$ cat src/rtl/cmd_pkg.sv
// -----------------------------------------------------------------------------
// cmd_pkg
// Shared definitions for the byte-stream command decoder:
//   - command address/data widths
//   - default frame start marker
//   - decoder FSM state encoding
//   - running checksum helper (8-bit two's-complement sum)
// -----------------------------------------------------------------------------
package cmd_pkg;

  localparam int unsigned CMD_ADDR_WIDTH = 16;
  localparam int unsigned CMD_DATA_WIDTH = 32;
  localparam logic [7:0]  CMD_SYNC_BYTE  = 8'hA5;

  typedef enum logic [2:0] {
    IDLE  = 3'd0,
    ADDR  = 3'd1,
    DATA  = 3'd2,
    CSUM  = 3'd3,
    ISSUE = 3'd4
  } cmd_state_t;

  // Adding every payload byte plus the checksum byte must give zero mod 256.
  function automatic logic [7:0] csum_add(input logic [7:0] acc, input logic [7:0] b);
    return acc + b;
  endfunction

endpackage

$ cat src/rtl/cmd_timeout_counter.sv
// -----------------------------------------------------------------------------
// cmd_timeout_counter
// Inter-byte idle counter. Counts clocks while enabled, clears on request, and
// raises o_expired once the count reaches TIMEOUT_CYCLES (the count then holds
// there until cleared). TIMEOUT_CYCLES = 0 removes the counter entirely and
// o_expired is tied low.
//
// Ports:
//   clk_i      clock (rising edge)
//   rst_i      synchronous active-high reset
//   i_clr      clear the count (takes priority over counting)
//   i_en       count this cycle
//   o_expired  count has reached TIMEOUT_CYCLES
// -----------------------------------------------------------------------------
module cmd_timeout_counter #(
  parameter int unsigned TIMEOUT_CYCLES = 100000
) (
  input  logic clk_i,
  input  logic rst_i,
  input  logic i_clr,
  input  logic i_en,
  output logic o_expired
);

  localparam int unsigned CNT_W = (TIMEOUT_CYCLES > 1) ? $clog2(TIMEOUT_CYCLES + 1) : 1;

  generate
    if (TIMEOUT_CYCLES == 0) begin : g_off
      logic w_unused;
      assign w_unused  = ^{clk_i, rst_i, i_clr, i_en};
      assign o_expired = 1'b0;
    end else begin : g_on
      localparam logic [CNT_W-1:0] LIMIT = CNT_W'(TIMEOUT_CYCLES);
      logic [CNT_W-1:0] r_cnt;

      always_ff @(posedge clk_i) begin
        if (rst_i || i_clr) begin
          r_cnt <= '0;
        end else if (i_en && (r_cnt != LIMIT)) begin
          r_cnt <= r_cnt + 1'b1;
        end
      end

      assign o_expired = (r_cnt == LIMIT);
    end
  endgenerate

endmodule

$ cat src/rtl/cmd_byte_decoder.sv
// -----------------------------------------------------------------------------
// cmd_byte_decoder
// Turns a framed host byte stream into single-cycle command writes.
//
// Frame (big-endian fields):
//   SYNC, ADDR[15:8], ADDR[7:0], DATA[31:24], DATA[23:16], DATA[15:8],
//   DATA[7:0], CSUM
// CSUM makes the 8-bit sum of the six payload bytes plus CSUM zero.
//
// Build option: CMD_BYTE_DECODER_CHECKSUM_EN
//   defined   - 8-byte frames, CSUM byte checked, bad frames counted as errors
//   undefined - 7-byte frames, last DATA byte goes straight to the write
//
// Ports:
//   clk_i          clock (rising edge)
//   rst_i          synchronous active-high reset
//   byte_data_i    incoming byte
//   byte_valid_i   byte_data_i is valid
//   byte_ready_o   decoder accepts a byte this cycle (low in ISSUE and reset)
//   cmd_addr_o     last issued write address (registered)
//   cmd_data_o     last issued write data (registered)
//   cmd_valid_o    one-cycle write strobe (registered)
//   frame_count_o  good frames issued, wraps
//   err_count_o    rejected frames (checksum/timeout), saturates at 8'hFF
//
// ADDR_WIDTH must stay 16 and DATA_WIDTH 32: the byte assembly assumes 2 and 4
// bytes respectively.
// -----------------------------------------------------------------------------
module cmd_byte_decoder
  import cmd_pkg::*;
#(
  parameter int unsigned ADDR_WIDTH     = CMD_ADDR_WIDTH,
  parameter int unsigned DATA_WIDTH     = CMD_DATA_WIDTH,
  parameter logic [7:0]  SYNC_BYTE      = CMD_SYNC_BYTE,
  parameter int unsigned TIMEOUT_CYCLES = 100000
) (
  input  logic                  clk_i,
  input  logic                  rst_i,
  input  logic [7:0]            byte_data_i,
  input  logic                  byte_valid_i,
  output logic                  byte_ready_o,
  output logic [ADDR_WIDTH-1:0] cmd_addr_o,
  output logic [DATA_WIDTH-1:0] cmd_data_o,
  output logic                  cmd_valid_o,
  output logic [15:0]           frame_count_o,
  output logic [7:0]            err_count_o
);

  function automatic logic [7:0] sat_inc8(input logic [7:0] v);
    return (v == 8'hFF) ? v : v + 8'd1;
  endfunction

  cmd_state_t            r_state;
  logic [1:0]            r_idx;
  logic [ADDR_WIDTH-1:0] r_addr_sh;
  logic [DATA_WIDTH-1:0] r_data_sh;
  logic [ADDR_WIDTH-1:0] r_cmd_addr;
  logic [DATA_WIDTH-1:0] r_cmd_data;
  logic                  r_cmd_valid;
  logic [15:0]           r_frame_cnt;
  logic [7:0]            r_err_cnt;
`ifdef CMD_BYTE_DECODER_CHECKSUM_EN
  logic [7:0]            r_sum;
`endif

  logic w_ready;
  logic w_accept;
  logic w_in_frame;
  logic w_to_expired;
  logic w_timeout;

  assign w_ready    = !rst_i && (r_state != ISSUE);
  assign w_accept   = byte_valid_i && w_ready;
  assign w_in_frame = (r_state == ADDR) || (r_state == DATA) || (r_state == CSUM);
  // A byte arriving in the expiry cycle still counts as on time.
  assign w_timeout  = w_to_expired && w_in_frame && !w_accept;

  // Counter is held clear outside a frame, so entering IDLE always clears it.
  cmd_timeout_counter #(
    .TIMEOUT_CYCLES (TIMEOUT_CYCLES)
  ) u_timeout (
    .clk_i     (clk_i),
    .rst_i     (rst_i),
    .i_clr     (w_accept || !w_in_frame),
    .i_en      (w_in_frame),
    .o_expired (w_to_expired)
  );

  // Control: FSM, output registers and status counters
  always_ff @(posedge clk_i) begin
    if (rst_i) begin
      r_state     <= IDLE;
      r_idx       <= 2'd0;
      r_cmd_valid <= 1'b0;
      r_cmd_addr  <= '0;
      r_cmd_data  <= '0;
      r_frame_cnt <= 16'd0;
      r_err_cnt   <= 8'd0;
    end else begin
      r_cmd_valid <= 1'b0;
      if (w_timeout) begin
        r_state   <= IDLE;
        r_err_cnt <= sat_inc8(r_err_cnt);
      end else begin
        case (r_state)
          IDLE: begin
            if (w_accept && (byte_data_i == SYNC_BYTE)) begin
              r_state <= ADDR;
              r_idx   <= 2'd0;
            end
          end
          ADDR: begin
            if (w_accept) begin
              if (r_idx == 2'd1) begin
                r_state <= DATA;
                r_idx   <= 2'd0;
              end else begin
                r_idx <= r_idx + 2'd1;
              end
            end
          end
          DATA: begin
            if (w_accept) begin
              r_idx <= r_idx + 2'd1;
              if (r_idx == 2'd3) begin
`ifdef CMD_BYTE_DECODER_CHECKSUM_EN
                r_state <= CSUM;
`else
                // Last data byte is taken from the input directly so the
                // write lands in the very next cycle.
                r_state     <= ISSUE;
                r_cmd_valid <= 1'b1;
                r_cmd_addr  <= r_addr_sh;
                r_cmd_data  <= {r_data_sh[DATA_WIDTH-9:0], byte_data_i};
                r_frame_cnt <= r_frame_cnt + 16'd1;
`endif
              end
            end
          end
`ifdef CMD_BYTE_DECODER_CHECKSUM_EN
          CSUM: begin
            if (w_accept) begin
              if (csum_add(r_sum, byte_data_i) == 8'd0) begin
                r_state     <= ISSUE;
                r_cmd_valid <= 1'b1;
                r_cmd_addr  <= r_addr_sh;
                r_cmd_data  <= r_data_sh;
                r_frame_cnt <= r_frame_cnt + 16'd1;
              end else begin
                r_state   <= IDLE;
                r_err_cnt <= sat_inc8(r_err_cnt);
              end
            end
          end
`endif
          ISSUE: begin
            r_state <= IDLE;
          end
          default: begin
            r_state <= IDLE;
          end
        endcase
      end
    end
  end

  // Datapath: byte assembly shift registers and running checksum
  always_ff @(posedge clk_i) begin
    if (w_accept) begin
      case (r_state)
        IDLE: begin
`ifdef CMD_BYTE_DECODER_CHECKSUM_EN
          r_sum <= 8'd0;
`endif
        end
        ADDR: begin
          r_addr_sh <= {r_addr_sh[ADDR_WIDTH-9:0], byte_data_i};
`ifdef CMD_BYTE_DECODER_CHECKSUM_EN
          r_sum <= csum_add(r_sum, byte_data_i);
`endif
        end
        DATA: begin
          r_data_sh <= {r_data_sh[DATA_WIDTH-9:0], byte_data_i};
`ifdef CMD_BYTE_DECODER_CHECKSUM_EN
          r_sum <= csum_add(r_sum, byte_data_i);
`endif
        end
        default: begin
        end
      endcase
    end
  end

  assign byte_ready_o  = w_ready;
  assign cmd_addr_o    = r_cmd_addr;
  assign cmd_data_o    = r_cmd_data;
  assign cmd_valid_o   = r_cmd_valid;
  assign frame_count_o = r_frame_cnt;
  assign err_count_o   = r_err_cnt;

endmodule

$ cat config.mk
export PLATFORM = sky130hd
export DESIGN_NAME = cmd_byte_decoder
export DESIGN_NICKNAME = d
export VERILOG_FILES = /design/src/rtl/cmd_pkg.sv /design/src/rtl/cmd_timeout_counter.sv /design/src/rtl/cmd_byte_decoder.sv
export SDC_FILE = /design/constraint.sdc
export NUM_CORES = 1
export LEC_CHECK = 0
export CAP_MARGIN = 20
export CORE_MARGIN = 2
export CORE_UTILIZATION = 50
export CTS_CLUSTER_DIAMETER = 30
export DETAILED_ROUTE_END_ITERATION = 8
export PLACE_DENSITY = 0.84
export SLEW_MARGIN = 20
export SYNTH_ARGS = -nofsm -noshare
export SYNTH_HDL_FRONTEND = slang
export SYNTH_SLANG_ARGS = --single-unit
export TNS_END_PERCENT = 100
$ cat constraint.sdc
create_clock -name clk_i -period 5.1 [get_ports clk_i]
set_input_delay 1.02 -clock clk_i [delete_from_list [all_inputs] [get_ports clk_i]]
set_output_delay 1.02 -clock clk_i [all_outputs]
set_load 0.02 [all_outputs]
==> results of run 1 <==
## state kept, by name (all words and copies together), names as in the netlist
register              count
cmd_data_o               32
r_data_sh                24
u_timeout.g_on.r_cnt     17
cmd_addr_o               16
frame_count_o            16
r_addr_sh                16
err_count_o               8
r_state                   3
r_idx                     2
cmd_valid_o               1
## layout by cell type (no fill, tap or decap), types with 4 or more instances in the layout
master	count
a21oi_1	76
and3_1	5
and4_1	6
clkbuf_16	17
clkdlybuf4s50_1	83
dfxtp_1	95
edfxtp_1	40
ha_1	7
inv_1	13
inv_6	6
mux2i_1	4
nand2_1	116
nand3_1	10
nand4_1	14
nor2_1	19
nor2b_1	5
nor3_1	4
nor4_1	4
nor4bb_1	5
o21ai_1	10
o31ai_1	11
or3_1	14
or4_1	13
xnor2_1	5
xor2_1	4
## cell type report
cell class | instances | area [um2] | share of cell area
Clock buffer | 18 | 439 | 0.0647
Clock inverter | 14 | 129 | 0.0190
Inverter | 14 | 52.6 | 0.00774
Multi-Input combinational cell | 364 | 2030 | 0.298
Sequential cell | 135 | 3100 | 0.457
Tap cell | 136 | 170 | 0.0251
Timing Repair Buffer | 88 | 870 | 0.128
## per-stage QoR
| step | total power [mW] | cells | utilization | hold WS (ns) |
|---|---|---|---|---|
| finish | 2.28 | 769 | 0.658 | 0.441 |
| global placement | 1.15 | 736 | 0.602 | 0.430 |
| CTS | 2.29 | 769 | 0.658 | 0.445 |
| global route | 2.35 | 769 | 0.658 | 0.465 |
| floorplan | 1.14 | 541 | - | 0.426 |
| detailed placement | 1.15 | 737 | 0.603 | 0.431 |
## metal layers
layer  wire [um]  up-vias
met3         586       29
met4         291        0
met1        4740     2037
met5           0        -
li1            -     2094
met2        5830      155
## report_power, final
| group | switching (mW) | internal (mW) |
|---|---|---|
| Combinational | 0.0199 | 0.00990 |
| Sequential | 0.0000310 | 1.10 |
| Clock | 0.499 | 0.646 |
## logic make-up (layout without fill, tap and decap cells)
group / after synthesis / in the layout / synth area share
DFF: 135 / 135 / 0.586
and+or+nand+nor: 230 / 230 / 0.217
AOI/OAI and AO/OA: 112 / 112 / 0.121
muxes: 6 / 6 / 0.0118
buffers and inverters: 42 / 134 / 0.0321
xor gates and xnor gates: 9 / 9 / 0.0149
adders and majority gates: 7 / 7 / 0.0165
## critical path, stage by stage
cell             delay (ns)
clkdlybuf4s50_1        0.54
nor3b_2                0.52
nand2_2                0.06
buf_4                  0.31
inv_2                  0.66
nand2_1                0.18
a21oi_1                0.21
## how the worst max path moves through the flow
stage | startpoint | end | slack, ns | cells past startpoint
3_5_place_dp | byte_valid_i | frame_count_o[0] | 1.58 | 7
3_3_place_gp | byte_valid_i | frame_count_o[0] | 1.64 | 7
6_report | byte_valid_i | cmd_data_o[10] | 2.00 | 7
2_1_floorplan | rst_i | r_data_sh[0] | 2.14 | 5
5_1_grt | byte_valid_i | cmd_data_o[10] | 1.76 | 7
4_1_cts | byte_valid_i | cmd_data_o[10] | 1.99 | 7
==> metrics.txt, run 1 <==
Final period util=0.608; area of the core=0.0103 mm2; syn avg cell area=approximately 9.8 um2; initial drt markers=around 250; setup violators final=0; post-synth top area cell=dfxtp_1; layout cells sized above 1=0.0648; Cells after Synth=541; antenna-violating nets left=0; global-route wire length before repair=19.3 mm; Clock Skew=0.0100 ns; worst setup path category=in2reg; Hold Path Class=reg2reg; fin. max-slew vios=0; Hold Fails Final Rpt=0; number of fill cells=776; CTS Sinks=135; hold depth=0; GRT Total Usage=0.213; Clock transition at path regs=0.06 ns; ant diodes=0; met3 Use GR=0.0614; Die W=107 um; Post-Synthesis Cell Area=approximately 0.0053 mm2; placed instance area=between 0.006 and 0.007 mm2; Rel. slew slack=0.429; H-tree depth=4; met1 usage=0.257; Post-Place Setup Slack=1.58 ns; Fmax=322 MHz; P&R area growth vs syn=28.2%; number of placed I/O pins=85; #FFs+latches synth=135; met2 Use GR=0.354; Setup TNS Final=0 ns; vias per inst=roughly 5.6; FF-to-FF End=cmd_data_o[10]; grt total ovfl=0; P_leak=2.17 nW; Yosys top cell area share=0.359; Resize count post-CTS=0; Commonest cells post-synth=117 x nand2_1, 95 x dfxtp_1, 76 x a21oi_1, 40 x edfxtp_1, 22 x clkbuf_1; sequential cell area fraction in the yosys report=0.586; CTS tree=built; top_reg_cell synth=dfxtp_1; most instantiated library cell after synthesis=nand2_1; Critical Path AT=3.53 ns; RePlAce Congestion=0.849; r2r setup slk=2.61 ns; Setup Buffers After CTS=0; # rows=37; crit-path max FO=slightly above 50; RSZ-0062 raised after global routing=false; worst vdd ir=~0.00021 V; Die H=107 um; final instance area=0.00679 mm2; CTS Buf Count=17; vias in the first global route=4148; top cells by area, synth=dfxtp_1 36%, edfxtp_1 23%, nand2_1 8.3%; drt total wl=11.4 mm; WL per Instance=roughly 15 um; final worst slack=2.00 ns; Vias=~4300; CP Data Required Time=5.53 ns; CP endpoint kind=register; DR pass1 iterations=7; Netlist cell types=48; ys async rst share=0; synth warn=0; largest net degree at the start of global routing=slightly above 70; minimum clock period after layout=3.10 ns; Synth Net Count=559; DP HPWL=about 7.5 mm; Die ar.=0.0114 mm2; Longest Clk Path Bufs=2; worst r2r src=r_state[2]; hold buffers post-CTS=0; max-cap violations=0; worst hold path endpoint=r_data_sh[18]; NumNets Final=638; status=finished, final reports clean; Port Buffers=84; R2R cell count=6; type of origin of the critical path=input port; busiest grt layer=met2; Worst-Margin Slew=0.845 ns; Worst Hold Launch=r_data_sh[10]; initial antenna violation count=0; starting density of the core=0.513; Clock Latency Late Sink=0.52 ns; P per Cell Area=335 mW/mm2; Post-synth EDFFs=40; root buffer cell=clkbuf_8; Residual DRC=0
Power figures use the tool's default switching activity.
==> run 2: changes to the inputs <==
CORE_UTILIZATION = 48   (was 50)
PLACE_DENSITY = 0.85   (was 0.84)
clock period = 2.7 ns   (was 5.1 ns; I/O delays follow)
==> run 2 against run 1 <==
Compared with the run above: sequential power grew 89%; clock skew is essentially flat; clock power grew 100%; register-to-register slack lost 2.3 ns; highest routed layer unchanged; hold slack lost 0.15 ns; die area grew 4.0%.
==> metrics.txt, run 2 (synthesis results as in run 1) <==
drt total wl=12.0 mm; DR pass1 iterations=4; hold buffers post-CTS=0; Setup Buffers After CTS=0; CP endpoint kind=primary output; status=finished, final reports clean; Rel. slew slack=0.475; most frequent cells in the layout=116 x nand2_1, 95 x dfxtp_1, 83 x clkdlybuf4s50_1; vias in the first global route=4063; Worst path slowest cell=clkdlybuf4s50_1; Die ar.=between 0.01 and 0.015 mm2; Worst-Margin Slew=0.777 ns; crit-path max FO=8; Die H=109 um; type of origin of the critical path=register; Setup crit start=r_state[1]; critical path's largest stage delay=0.64 ns; ant diodes=0; Largest register FFs=32; worst r2r src=u_timeout.g_on.r_cnt[0]; GRT Total Usage=0.213; layout cells sized above 1=0.0736; RePlAce Congestion=0.866; WL per Instance=15.5 um; fin. max-slew vios=0; Crit path max-delay family=buffers and inverters; worst vdd ir=0.000424 V; H-tree depth=4; Fmax=392 MHz; initial antenna violation count=0; starting density of the core=0.490; CTS tree=built; root buffer cell=clkbuf_8; RSZ-0062 raised after global routing=false; DP HPWL=7.79 mm; Clock Latency Late Sink=0.52 ns; CP Data Required Time=between 2 and 2.5 ns; vias per inst=5.60; initial drt markers=299; grt total ovfl=0; Clock Skew=approximately 0.0096 ns; antenna-violating nets left=0; commonest non-fill, non-tap cell in the layout=nand2_1; Die W=109 um; CP bufs+invs=1; CP cell instances=nor2_1, a21oi_1, clkdlybuf4s50_1; Resize count post-CTS=0; final instance area=0.00688 mm2; NumNets Final=644; Vias=approximately 4400; Worst Hold Margin=0.296 ns; CTS Sinks=roughly 140; # rows=38; setup violators final=0; Clock transition at path regs=0.06 ns; CTS Buf Count=17; Reg area=a little over 0.003 mm2; Power Total=roughly 4.5 mW; Hold Fails Final Rpt=0; area of the core=0.0108 mm2; P&R area growth vs syn=30.0%; Final period util=0.946; number of placed I/O pins=85; placed instance area=around 0.0063 mm2; worst setup path category=reg2out; P per Cell Area=651 mW/mm2; Hold Path Class=in2reg; minimum clock period after layout=2.55 ns; global-route wire length before repair=19.7 mm; Residual DRC=0; Worst Hold Launch=rst_i; Setup TNS Final=0 ns; largest net degree at the start of global routing=between 40 and 50; P_leak=2.21 nW; number of fill cells=a little under 900; max-cap violations=0; Port Buffers=84; Critical Path AT=2.01 ns; fin util=0.638; area of the multi-input gates=0.00203 mm2; Longest Clk Path Bufs=2
## run 2: cell count changes in the layout (fill, tap and decap cells not counted), sizes merged
cell,change
clkinv,-2
buf,+6
inv,-1
bufinv,+3
clkinvlp,+1
clkbuf,-1
## run 2: worst paths after layout
check,slack (ns),to,depth (start not counted)
max,0.15,byte_ready_o,3
min,0.30,err_count_o[6],2
max reg2reg,0.27,err_count_o[4],6
min reg2reg,0.45,r_data_sh[23],0
## run 2: through the flow
step                      std cells  worst slack [ns]
after floorplan                 541             0.215
final                           779             0.147
after global routing            779            0.0266
after CTS                       779             0.132
after detailed placement        747             0.206
after global placement          747             0.316
## run 2: metal layers
metal | up-vias | track usage | wire length, um
met1 | 2094 | 0.255 | 4970
met5 | - | 0 | 0
met4 | 0 | 0.0659 | 131
met3 | 14 | 0.0538 | 602
met2 | 143 | 0.376 | 6340
li1 | 2111 | - | -
## run 2: report_power, final
| part | internal, mW | total [mW] | switching, mW |
|---|---|---|---|
| sequential | 2.08 | 2.08 | 0.0000571 |
| combinational | 0.0224 | 0.0602 | 0.0378 |
| clock | 1.43 | 2.34 | 0.913 |
## run 2: final cells by class
type,instances,share of cell area
Clock buffer,17,0.0602
Clock inverter,15,0.0273
Inverter,14,0.00764
Multi-Input combinational cell,364,0.294
Sequential cell,135,0.451
Tap cell,140,0.0255
Timing Repair Buffer,94,0.134
